<file path="config.mk">
export PLATFORM = sky130hd
export DESIGN_NAME = aes_chain_ctrl_flat
export DESIGN_NICKNAME = d
export VERILOG_FILES = /design/src/rtl/aes_chain_ctrl_if.sv /design/src/rtl/aes_chain_ctrl.sv /design/src/flat_wrapper.sv
export SDC_FILE = /design/constraint.sdc
export NUM_CORES = 2
export LEC_CHECK = 0
export CAP_MARGIN = 20
export CORE_MARGIN = 1
export CORE_UTILIZATION = 59
export DETAILED_ROUTE_END_ITERATION = 6
export GPL_ROUTABILITY_DRIVEN = 0
export GPL_TIMING_DRIVEN = 1
export PLACE_DENSITY = 0.95
export SETUP_SLACK_MARGIN = 0.15
export SYNTH_ARGS = -nofsm -noshare
export SYNTH_HDL_FRONTEND = slang
export SYNTH_SLANG_ARGS = --single-unit
</file>
<file path="constraint.sdc">
create_clock -name eph1 -period 10.3 [get_ports eph1]
set_input_delay 2.06 -clock eph1 [delete_from_list [all_inputs] [get_ports eph1]]
set_output_delay 2.06 -clock eph1 [all_outputs]
set_load 0.005 [all_outputs]
</file>
<file path="src/rtl/aes_chain_ctrl_if.sv">
// rtl/aes_chain_ctrl_if.sv - host stream and core handshake bundle for aes_chain_ctrl
//
// Purpose: groups the host input stream, the result output register handshake
// and the request/response pair towards the external aes / aesdecrypt cores.
// Ports (signals):
//   in_valid/in_data/in_ready      host block stream into the input FIFO
//   out_valid/out_data/out_ready   result register towards the host
//   core_start/core_dec/core_in    block issue towards the selected core
//   core_done/core_out             core completion pulse and result
// Modports: slave = the controller, master = host plus core pair.
interface aes_chain_ctrl_if #(
  parameter int BLK_W = 128
);
  logic             in_valid;
  logic [BLK_W-1:0] in_data;
  logic             in_ready;
  logic             out_valid;
  logic [BLK_W-1:0] out_data;
  logic             out_ready;
  logic             core_start;
  logic             core_dec;
  logic [BLK_W-1:0] core_in;
  logic             core_done;
  logic [BLK_W-1:0] core_out;

  modport slave (
    input  in_valid, in_data, out_ready, core_done, core_out,
    output in_ready, out_valid, out_data, core_start, core_dec, core_in
  );

  modport master (
    output in_valid, in_data, out_ready, core_done, core_out,
    input  in_ready, out_valid, out_data, core_start, core_dec, core_in
  );
endinterface

</file>
<file path="src/rtl/aes_chain_ctrl.sv">
// rtl/aes_chain_ctrl.sv - ECB/CBC(/CTR) block-chaining sequencer for an aes core pair
//
// Purpose: buffers host blocks in a small FIFO, issues them one at a time to
// the encrypt or decrypt core, applies chaining and returns results through a
// valid/ready output register. Round keys are wired to the cores elsewhere.
// Optional feature macro: AES_CTR_MODE_EN (mode 2'b10 = CTR, encrypt core only).
// Ports:
//   eph1     clock, all state on posedge
//   reset_n  synchronous active-low reset
//   start    latch mode/dec/iv, clear err, begin session (IDLE only)
//   abort    flush FIFO, drop in-flight block, return to IDLE
//   mode     00 ECB, 01 CBC, 10 CTR (macro, else ECB), 11 ECB
//   dec      0 encrypt, 1 decrypt (forced 0 in CTR)
//   iv       initial chain value / CTR nonce+counter
//   bus      aes_chain_ctrl_if.slave: host in/out streams and core handshake
//   busy     session active (state != IDLE)
//   err      sticky core timeout, cleared by accepted start or reset
module aes_chain_ctrl #(
  parameter int BLK_W       = 128,
  parameter int FIFO_DEPTH  = 4,
  parameter int TIMEOUT_CYC = 64,
  parameter int CTR_W       = 32
) (
  input  logic             eph1,
  input  logic             reset_n,
  input  logic             start,
  input  logic             abort,
  input  logic [1:0]       mode,
  input  logic             dec,
  input  logic [BLK_W-1:0] iv,
  aes_chain_ctrl_if.slave  bus,
  output logic             busy,
  output logic             err
);

  localparam int PTR_W  = (FIFO_DEPTH > 1) ? $clog2(FIFO_DEPTH) : 1;
  localparam int CNT_W  = PTR_W + 1;
  localparam int WAIT_W = $clog2(TIMEOUT_CYC) + 1;

  // Elaboration-time guard on the configuration space.
  if ((FIFO_DEPTH < 2) || ((FIFO_DEPTH & (FIFO_DEPTH - 1)) != 0) ||
      (TIMEOUT_CYC < 1) || (CTR_W < 1) || (CTR_W >= BLK_W)) begin : g_bad_cfg
    $error("aes_chain_ctrl: unsupported parameter combination");
  end

  typedef enum logic [1:0] {
    S_IDLE,
    S_RUN,
    S_ISSUE,
    S_WAIT
  } state_t;

  state_t state;
  state_t state_nxt;

  // Input FIFO
  logic [BLK_W-1:0] fifo_mem [FIFO_DEPTH];
  logic [PTR_W-1:0] wr_ptr;
  logic [PTR_W-1:0] rd_ptr;
  logic [CNT_W-1:0] count;
  logic             fifo_full;
  logic             fifo_empty;
  logic [BLK_W-1:0] head;

  // Session / datapath state
  logic              cbc_r;
  logic              dec_r;
  logic [BLK_W-1:0]  chain;
  logic [BLK_W-1:0]  cur;
  logic [BLK_W-1:0]  core_in_r;
  logic [BLK_W-1:0]  core_in_nxt;
  logic [BLK_W-1:0]  result;
  logic              out_valid_r;
  logic [BLK_W-1:0]  out_data_r;
  logic [WAIT_W-1:0] wait_cnt;
  logic              err_r;

`ifdef AES_CTR_MODE_EN
  logic                   ctr_r;
  logic [CTR_W-1:0]       ctr;
  logic [BLK_W-CTR_W-1:0] iv_hi;
  logic                   ctr_sel;
  assign ctr_sel = (mode == 2'b10);
`endif

  // Control strobes
  logic in_ready_int;
  logic push;
  logic pop;
  logic start_acc;
  logic issue_go;
  logic done_acc;
  logic timeout_hit;
  logic flush;

  assign fifo_full    = (count == CNT_W'(FIFO_DEPTH));
  assign fifo_empty   = (count == '0);
  assign head         = fifo_mem[rd_ptr];
  // Full is taken from the pre-pop count, so a full FIFO stalls even on a pop cycle.
  assign in_ready_int = (state != S_IDLE) && !fifo_full;
  assign push         = bus.in_valid && in_ready_int;

  // FSM: next state and strobes
  always_comb begin
    state_nxt   = state;
    start_acc   = 1'b0;
    issue_go    = 1'b0;
    pop         = 1'b0;
    done_acc    = 1'b0;
    timeout_hit = 1'b0;
    case (state)
      S_IDLE: begin
        if (start) begin
          state_nxt = S_RUN;
          start_acc = 1'b1;
        end
      end
      S_RUN: begin
        // Issue only when the out reg is free (or freeing now), so the result
        // that comes back always has somewhere to land.
        if (!fifo_empty && (!out_valid_r || bus.out_ready)) begin
          state_nxt = S_ISSUE;
          issue_go  = 1'b1;
        end
      end
      S_ISSUE: begin
        state_nxt = S_WAIT;
        pop       = 1'b1;
      end
      S_WAIT: begin
        if (bus.core_done) begin
          state_nxt = S_RUN;
          done_acc  = 1'b1;
        end else if (wait_cnt == WAIT_W'(TIMEOUT_CYC - 1)) begin
          state_nxt   = S_IDLE;
          timeout_hit = 1'b1;
        end
      end
      default: state_nxt = S_IDLE;
    endcase
    if (abort) begin
      state_nxt   = S_IDLE;
      start_acc   = 1'b0;
      issue_go    = 1'b0;
      done_acc    = 1'b0;
      timeout_hit = 1'b0;
    end
  end

  assign flush = abort || timeout_hit;

  always_ff @(posedge eph1) begin
    if (!reset_n) begin
      state <= S_IDLE;
    end else begin
      state <= state_nxt;
    end
  end

  // FIFO pointers and occupancy
  always_ff @(posedge eph1) begin
    if (!reset_n || flush) begin
      wr_ptr <= '0;
      rd_ptr <= '0;
      count  <= '0;
    end else begin
      if (push) begin
        wr_ptr <= wr_ptr + PTR_W'(1);
      end
      if (pop) begin
        rd_ptr <= rd_ptr + PTR_W'(1);
      end
      count <= count + CNT_W'(push) - CNT_W'(pop);
    end
  end

  // Storage needs no reset: occupancy alone decides what is valid.
  always_ff @(posedge eph1) begin
    if (push) begin
      fifo_mem[wr_ptr] <= bus.in_data;
    end
  end

  // Chaining: what goes to the core and what comes back to the host
  always_comb begin
    core_in_nxt = head;
    result      = bus.core_out;
    if (cbc_r && !dec_r) begin
      core_in_nxt = head ^ chain;
    end
    if (cbc_r && dec_r) begin
      result = bus.core_out ^ chain;
    end
`ifdef AES_CTR_MODE_EN
    if (ctr_r) begin
      core_in_nxt = {iv_hi, ctr};
      result      = bus.core_out ^ cur;
    end
`endif
  end

  always_ff @(posedge eph1) begin
    if (!reset_n) begin
      cbc_r       <= 1'b0;
      dec_r       <= 1'b0;
      chain       <= '0;
      cur         <= '0;
      core_in_r   <= '0;
      out_valid_r <= 1'b0;
      out_data_r  <= '0;
      wait_cnt    <= '0;
      err_r       <= 1'b0;
    end else begin
      if (start_acc) begin
        cbc_r <= (mode == 2'b01);
`ifdef AES_CTR_MODE_EN
        dec_r <= dec && !ctr_sel;
`else
        dec_r <= dec;
`endif
        chain <= iv;
        err_r <= 1'b0;
      end

      // core_in is registered one cycle ahead of core_start and held through WAIT.
      if (issue_go) begin
        core_in_r <= core_in_nxt;
      end
      if (pop) begin
        cur <= head;
      end

      if (state == S_WAIT) begin
        wait_cnt <= wait_cnt + WAIT_W'(1);
      end else begin
        wait_cnt <= '0;
      end

      // A pending result survives abort/timeout and drains via out_ready.
      if (done_acc) begin
        out_valid_r <= 1'b1;
        out_data_r  <= result;
        if (cbc_r) begin
          chain <= dec_r ? cur : bus.core_out;
        end
      end else if (bus.out_ready) begin
        out_valid_r <= 1'b0;
      end

      if (timeout_hit) begin
        err_r <= 1'b1;
      end
      if (flush) begin
        core_in_r <= '0;
        dec_r     <= 1'b0;
      end
    end
  end

`ifdef AES_CTR_MODE_EN
  // Counter wraps silently modulo 2^CTR_W.
  always_ff @(posedge eph1) begin
    if (!reset_n) begin
      ctr_r <= 1'b0;
      ctr   <= '0;
      iv_hi <= '0;
    end else begin
      if (start_acc) begin
        ctr_r <= ctr_sel;
        ctr   <= iv[CTR_W-1:0];
        iv_hi <= iv[BLK_W-1:CTR_W];
      end else if (pop && ctr_r) begin
        ctr <= ctr + CTR_W'(1);
      end
    end
  end
`endif

  assign bus.in_ready   = in_ready_int;
  assign bus.core_start = (state == S_ISSUE);
  assign bus.core_dec   = dec_r;
  assign bus.core_in    = core_in_r;
  assign bus.out_valid  = out_valid_r;
  assign bus.out_data   = out_data_r;
  assign busy           = (state != S_IDLE);
  assign err            = err_r;

endmodule

</file>
<file path="src/flat_wrapper.sv">
// flat-port wrapper written by rule: the top's interface ports become plain ports
module aes_chain_ctrl_flat 
#(
  parameter int BLK_W       = 128,
  parameter int FIFO_DEPTH  = 4,
  parameter int TIMEOUT_CYC = 64,
  parameter int CTR_W       = 32
)
  (eph1, reset_n, start, abort, mode, dec, iv, busy, err, bus_in_valid, bus_in_data, bus_out_ready, bus_core_done, bus_core_out, bus_in_ready, bus_out_valid, bus_out_data, bus_core_start, bus_core_dec, bus_core_in);
  aes_chain_ctrl_if #(.BLK_W(BLK_W)) bus_i ();
  input  logic eph1;
  input  logic reset_n;
  input  logic start;
  input  logic abort;
  input  logic [1:0] mode;
  input  logic dec;
  input  logic [BLK_W-1:0] iv;
  output logic busy;
  output logic err;
  input wire logic [$bits(bus_i.in_valid)-1:0] bus_in_valid;
  input wire logic [$bits(bus_i.in_data)-1:0] bus_in_data;
  input wire logic [$bits(bus_i.out_ready)-1:0] bus_out_ready;
  input wire logic [$bits(bus_i.core_done)-1:0] bus_core_done;
  input wire logic [$bits(bus_i.core_out)-1:0] bus_core_out;
  output wire logic [$bits(bus_i.in_ready)-1:0] bus_in_ready;
  output wire logic [$bits(bus_i.out_valid)-1:0] bus_out_valid;
  output wire logic [$bits(bus_i.out_data)-1:0] bus_out_data;
  output wire logic [$bits(bus_i.core_start)-1:0] bus_core_start;
  output wire logic [$bits(bus_i.core_dec)-1:0] bus_core_dec;
  output wire logic [$bits(bus_i.core_in)-1:0] bus_core_in;
  assign bus_i.in_valid = bus_in_valid;
  assign bus_i.in_data = bus_in_data;
  assign bus_i.out_ready = bus_out_ready;
  assign bus_i.core_done = bus_core_done;
  assign bus_i.core_out = bus_core_out;
  assign bus_in_ready = bus_i.in_ready;
  assign bus_out_valid = bus_i.out_valid;
  assign bus_out_data = bus_i.out_data;
  assign bus_core_start = bus_i.core_start;
  assign bus_core_dec = bus_i.core_dec;
  assign bus_core_in = bus_i.core_in;
  aes_chain_ctrl #(.BLK_W(BLK_W), .FIFO_DEPTH(FIFO_DEPTH), .TIMEOUT_CYC(TIMEOUT_CYC), .CTR_W(CTR_W)) u_core (.eph1(eph1), .reset_n(reset_n), .start(start), .abort(abort), .mode(mode), .dec(dec), .iv(iv), .bus(bus_i), .busy(busy), .err(err));
endmodule
</file>
Word level (Yosys, flattened, before mapping) --
Memory sizes are Yosys's and may differ from the RTL's. A register that Yosys moved wholly into a read port is not among the register bits. Index checks and enable logic that the tools add are counted.
Storage, ports and cells: memories 1, bits in writable memories 512, register bits after elaboration 532, input bits 394, word-level logic and storage cells 86
Memories:
- u_core.fifo_mem | words 4, width 128, read ports 1, clocked after memory_dff 1, wr ports 1, line aes_chain_ctrl.sv:57 | logic [BLK_W-1:0] fifo_mem [FIFO_DEPTH];
Cells by class: bitwise logic cells 3, reductions and logical operators 22, equal/unequal tests 9, $add $sub $neg 5, mux-type cells 33
Operators with widths (number):
- 128-bit 2-to-1 mux | 6
- 128-bit bitwise XOR | 2
- 1-bit 2-to-1 mux | 20
- 2-bit 2-to-1 mux | 6
- 2-bit one-hot mux with 4 select lines | 1
- 7-bit by 1-bit adder with 7-bit output, second input constant | 1
- 7-bit by 6-bit == test with 1-bit output, second input constant | 1
- 2-bit nonzero test | 3
- 1-bit logical AND | 5
- 1-bit logical NOT | 5
- 2-bit by 1-bit adder with 2-bit output, second input constant | 2
- 2-bit by 1-bit == test with 1-bit output, second input constant | 2
- 2-bit == test, second input constant | 2
- 2-bit OR reduction | 2
- 3-bit by 1-bit adder with 3-bit output | 1
- 3-bit == test, second input constant | 1
- 3-bit logical NOT | 1
- 1-bit logical OR | 3
- 3-bit by 2-bit inequality test with 1-bit output, second input constant | 1
- 3-bit AND reduction | 1
- 3-bit by 1-bit subtractor with 3-bit output | 1
- 2-bit logical NOT | 1
- 2-bit by 1-bit inequality test with 1-bit output, second input constant | 1
- 2-bit inequality test, second input constant | 1
- other kinds (2) | 2

Depth between registers and ports, before layout --
word-level depth 8, mapped depth 10

Least setup slack after synthesis --
No wires, ideal clock.
path kind input -> register, from in bus_in_valid, to mem u_core.fifo_mem[0][0], enable pin, required time 9798 ps, buffers on the path 0, cell stages on the path 3, arrival time 5635 ps, slack 4163 ps, cell sequence inv_1 > a211oi_1 > and2_1
Between the ends: cells in the longest elaborated chain, start to end 3
RTL lines:
- start: declaration | line flat_wrapper.sv:20 | input wire logic [$bits(bus_i.in_valid)-1:0] bus_in_valid;
- 1-bit logical AND | line aes_chain_ctrl.sv:101 | assign push = bus.in_valid && in_ready_int;
- named net u_core.push | line aes_chain_ctrl.sv:88 | logic push;
- 1-bit 2-to-1 mux | line aes_chain_ctrl.sv:179 | if (push) begin
- 1-bit 2-to-1 mux (implied by the code) | line aes_chain_ctrl.sv:180 | fifo_mem[wr_ptr] <= bus.in_data;
- end: declaration | line aes_chain_ctrl.sv:57
The timed path passes the listed nets, and every way through them passes these cells.

Final worst setup path --
from in abort, to reg u_core.chain[95]
Between the ends: cells in the longest elaborated chain, start to end 4
RTL lines:
- start: declaration | line flat_wrapper.sv:14 | input logic abort;
- 1-bit 2-to-1 mux | line aes_chain_ctrl.sv:141 | if (abort) begin
- 128-bit 2-to-1 mux | line aes_chain_ctrl.sv:214 | if (start_acc) begin
- 128-bit 2-to-1 mux | line aes_chain_ctrl.sv:243 | if (cbc_r) begin
- 128-bit 2-to-1 mux (*) | line aes_chain_ctrl.sv:240 | if (done_acc) begin
- end signal: assignment | line aes_chain_ctrl.sv:221 | chain <= iv;
- end signal: assignment | line aes_chain_ctrl.sv:244 | chain <= dec_r ? cur : bus.core_out;
- end: declaration | line aes_chain_ctrl.sv:68 | logic [BLK_W-1:0] chain;
Every way passes the cells marked *; elsewhere a longest branch is shown, timed or not. A chain may end at the register's enable or synchronous reset.

==> metrics.txt <==
setup TNS 0 ps; worst r2r dst u_core.chain[122]; core area 73450 um^2; Worst Skew 36.71 ps; Yosys warnings 0; IO Pins 656; total number of vias 31410; Layout area overhead 23.20%; hold path startpoint u_core.wait_cnt[0]; largest net degree at the start of global routing 114; die area 75780 um^2; Max Buffers Root-to-Sink 3; Final Cell Area 54290 um^2; gr usage total 32.82%; vias per inst 6.326; Crit. End Element flip-flop; gr ovfl total 0; Filler Cells Inserted 4238; IO buf count 655; die width 275.3 um; first-pass GRT wire length 188600 um; Mapped Nets 3742; min cycle time layout 5213 ps; P_leak 0.01904 uW; syn_area_per_cell 13.21 um^2; FMAX 191.8 MHz; Pre-Repair DR Iteration Count 7; Die H 275.3 um; CP Class in2reg; Cell Area, Synth 44070 um^2; max incr delay on CP 860 ps; Residual DRC 2; CTS resizes 0; Post-synth EDFFs 512; cells after synthesis 3335; Routed Wire Length 128600 um; Worst R2R Start u_core.bus.core_dec; status finished, violations left; postcts setup bufs 0; final hold slack 462.9 ps; Crit path buffers/inverters 2; number of global-route vias before repair 31610; Worst Max-Slew Pin Slew 1175 ps; CP delay by family, top simple AND/OR/NAND/NOR gates; register area share after synthesis 59.15%; max-slew headroom at the worst pin 21.69%; DR iter-0 viols 3361; initial antenna violation count 51; TritonCTS sink count 1046; crit share post-route 50.61%; Final nets 4274; Post-CTS Hold Fix Bufs 0; maxcap violations 0; H-Tree Depth 3; Crit path required time 10830 ps; final setup vio count 0; CP Launch Type input port; standard-cell rows 99; ys async rst share 0%; Routed Antenna Nets 0; total chip power 8664 uW; DP HPWL 78860 um; worst hold path class reg2reg; violated checks DRC; Starting Density 59.99%; WHS Path Cells 1; Final Hold Fails 0; RSZ-0062 raised after global routing false; Critical Path, Cell by Cell clkdlybuf4s50_1 > and3b_4 > and2_4 > buf_4 > o22ai_1 > and2_1; largest fanout on the critical path 65; r2r worst-path depth 6; worst skew pair latency 660 ps; pwr/cell area 159.6 nW/um^2; Peak VDD IR 0.1388 mV; slowest CP cell and2_4; routed len/inst 25.90 um; #FFs+latches synth 1046; unique cell type count in the Yosys netlist 42; Max Transition Viols Final 0; Top FF cell, synth dfxtp_1; Root Buffer Master clkbuf_16; Layout Utilization 73.91%; fraction of layout instances using a drive strength above 1 11.57%; CP Depth 6; hold endpoint u_core.wait_cnt[0]; CTS Buf Count 103; CTS tree yes; post-placement cell area 50870 um^2; Clk pin slew, worst setup/hold paths 60 ps; CP Data Arrival Time 5740 ps; flop-to-flop setup slack 6320 ps
==> worst register-to-register path, stage by stage, from the launching register on <==
cell and delay, ps:
dfxtp_4 740, buf_4 640, and2_4 870, buf_4 920, a22oi_1 340, o22ai_1 240
and2_1 170
==> synth_stat cells (all sizes together) (2+ instances only) <==
library cell	count	share of area, %
mux2i	259	5.9
ha	12	0.34
edfxtp	512	35
nand3b	2	0.034
dfxtp	534	24
nor2	142	1.2
a22oi	128	2.2
a21oi	4	0.045
buf	137	1.9
inv	11	0.094
nor2b	132	1.9
mux4	128	6.5
and2	135	1.9
nand3	132	1.5
o22ai	128	1.8
o211a	128	2.9
o21ai	4	0.045
xnor2	4	0.079
nand2	264	2.2
xor2	260	5.2
clkbuf	135	1.1
a211oi	129	3.6
or3	2	0.028
==> through the flow <==
step / setup WS (ps) / instances
after floorplan: 4163 / 3335
after global placement: 4697 / 4721
after detailed placement: 4509 / 4721
after CTS: 5199 / 4916
after global routing: 5043 / 4958
final: 5087 / 4965
==> layout by cell type, fill, tap and decap left out, types with 27 or more instances in the layout <==
cell type	count
clkbuf_1	27
mux2i_1	259
o22ai_1	128
dfxtp_1	530
edfxtp_1	512
nand3_1	132
xor2_1	260
o211a_1	128
and2_1	129
buf_4	44
nand2_1	264
nor2b_1	131
diode_2	49
nor2_1	142
a22oi_1	128
a211oi_2	120
mux4_2	128
clkbuf_16	104
clkdlybuf4s50_1	654
==> flip-flops by register name (all words and copies together), names as in the netlist, named ones only <==
name                  count
u_core.err                1
u_core.fifo_mem         512
u_core.cbc_r              1
u_core.bus.out_data     128
u_core.wr_ptr             2
u_core.bus.core_dec       1
u_core.chain            128
u_core.wait_cnt           7
u_core.rd_ptr             2
u_core.bus.out_valid      1
u_core.bus.core_in      128
u_core.count              3
u_core.state              2
u_core.cur              128
==> cell families (layout without fill, tap and decap cells) <==
kind of cell	count (synthesis)	in the layout	synth area share, %
DFF	1046	1046	59.15
and+or+nand+nor	815	815	8.921
xor gates and xnor gates	264	264	5.247
adders and majority gates	13	13	0.3861
other	0	49	0
muxes	387	387	12.43
buffers and inverters	283	905	3.189
AOI/OAI and AO/OA	527	527	10.68
==> worst max path at each step <==
stage | startpoint | end | slack [ps]
after global routing | abort | u_core.chain[78] | 5040
after floorplan | bus_in_valid | u_core.fifo_mem[0][0] | 4160
after CTS | abort | u_core.chain[52] | 5200
final | abort | u_core.chain[95] | 5090
after detailed placement | abort | u_core.chain[52] | 4510
after global placement | abort | u_core.chain[95] | 4700
==> routing by layer <==
layer	up-vias	GRT usage, %	share of wire, %	wire length (um)
met5	-	0	0.054	69
li1	13410	-	-	-
met4	10	20.73	6.6	8440
met1	15450	39.32	36	46180
met2	2021	54.06	49	62480
met3	518	7.064	8.9	11430
==> layout make-up <==
cell class / instances / area (um^2) / share of cell area [%]
Multi-Input combinational cell: 2006 / 16650 / 30.68
Tap cell: 959 / 1200 / 2.210
Timing Repair Buffer: 699 / 6892 / 12.69
Clock inverter: 53 / 451.7 / 0.8320
Clock buffer: 142 / 2849 / 5.248
Antenna cell: 49 / 122.6 / 0.2259
Inverter: 11 / 41.29 / 0.07605
Sequential cell: 1046 / 26080 / 48.04
==> where the power goes <==
part / total [uW] / leakage (uW) / switching, uW / internal [uW]
registers: 4450 / 0.00893 / 36.9 / 4410
logic: 524 / 0.00849 / 261 / 263
clock network: 3690 / 0.00162 / 1620 / 2070
Power figures use the tool's default switching activity.
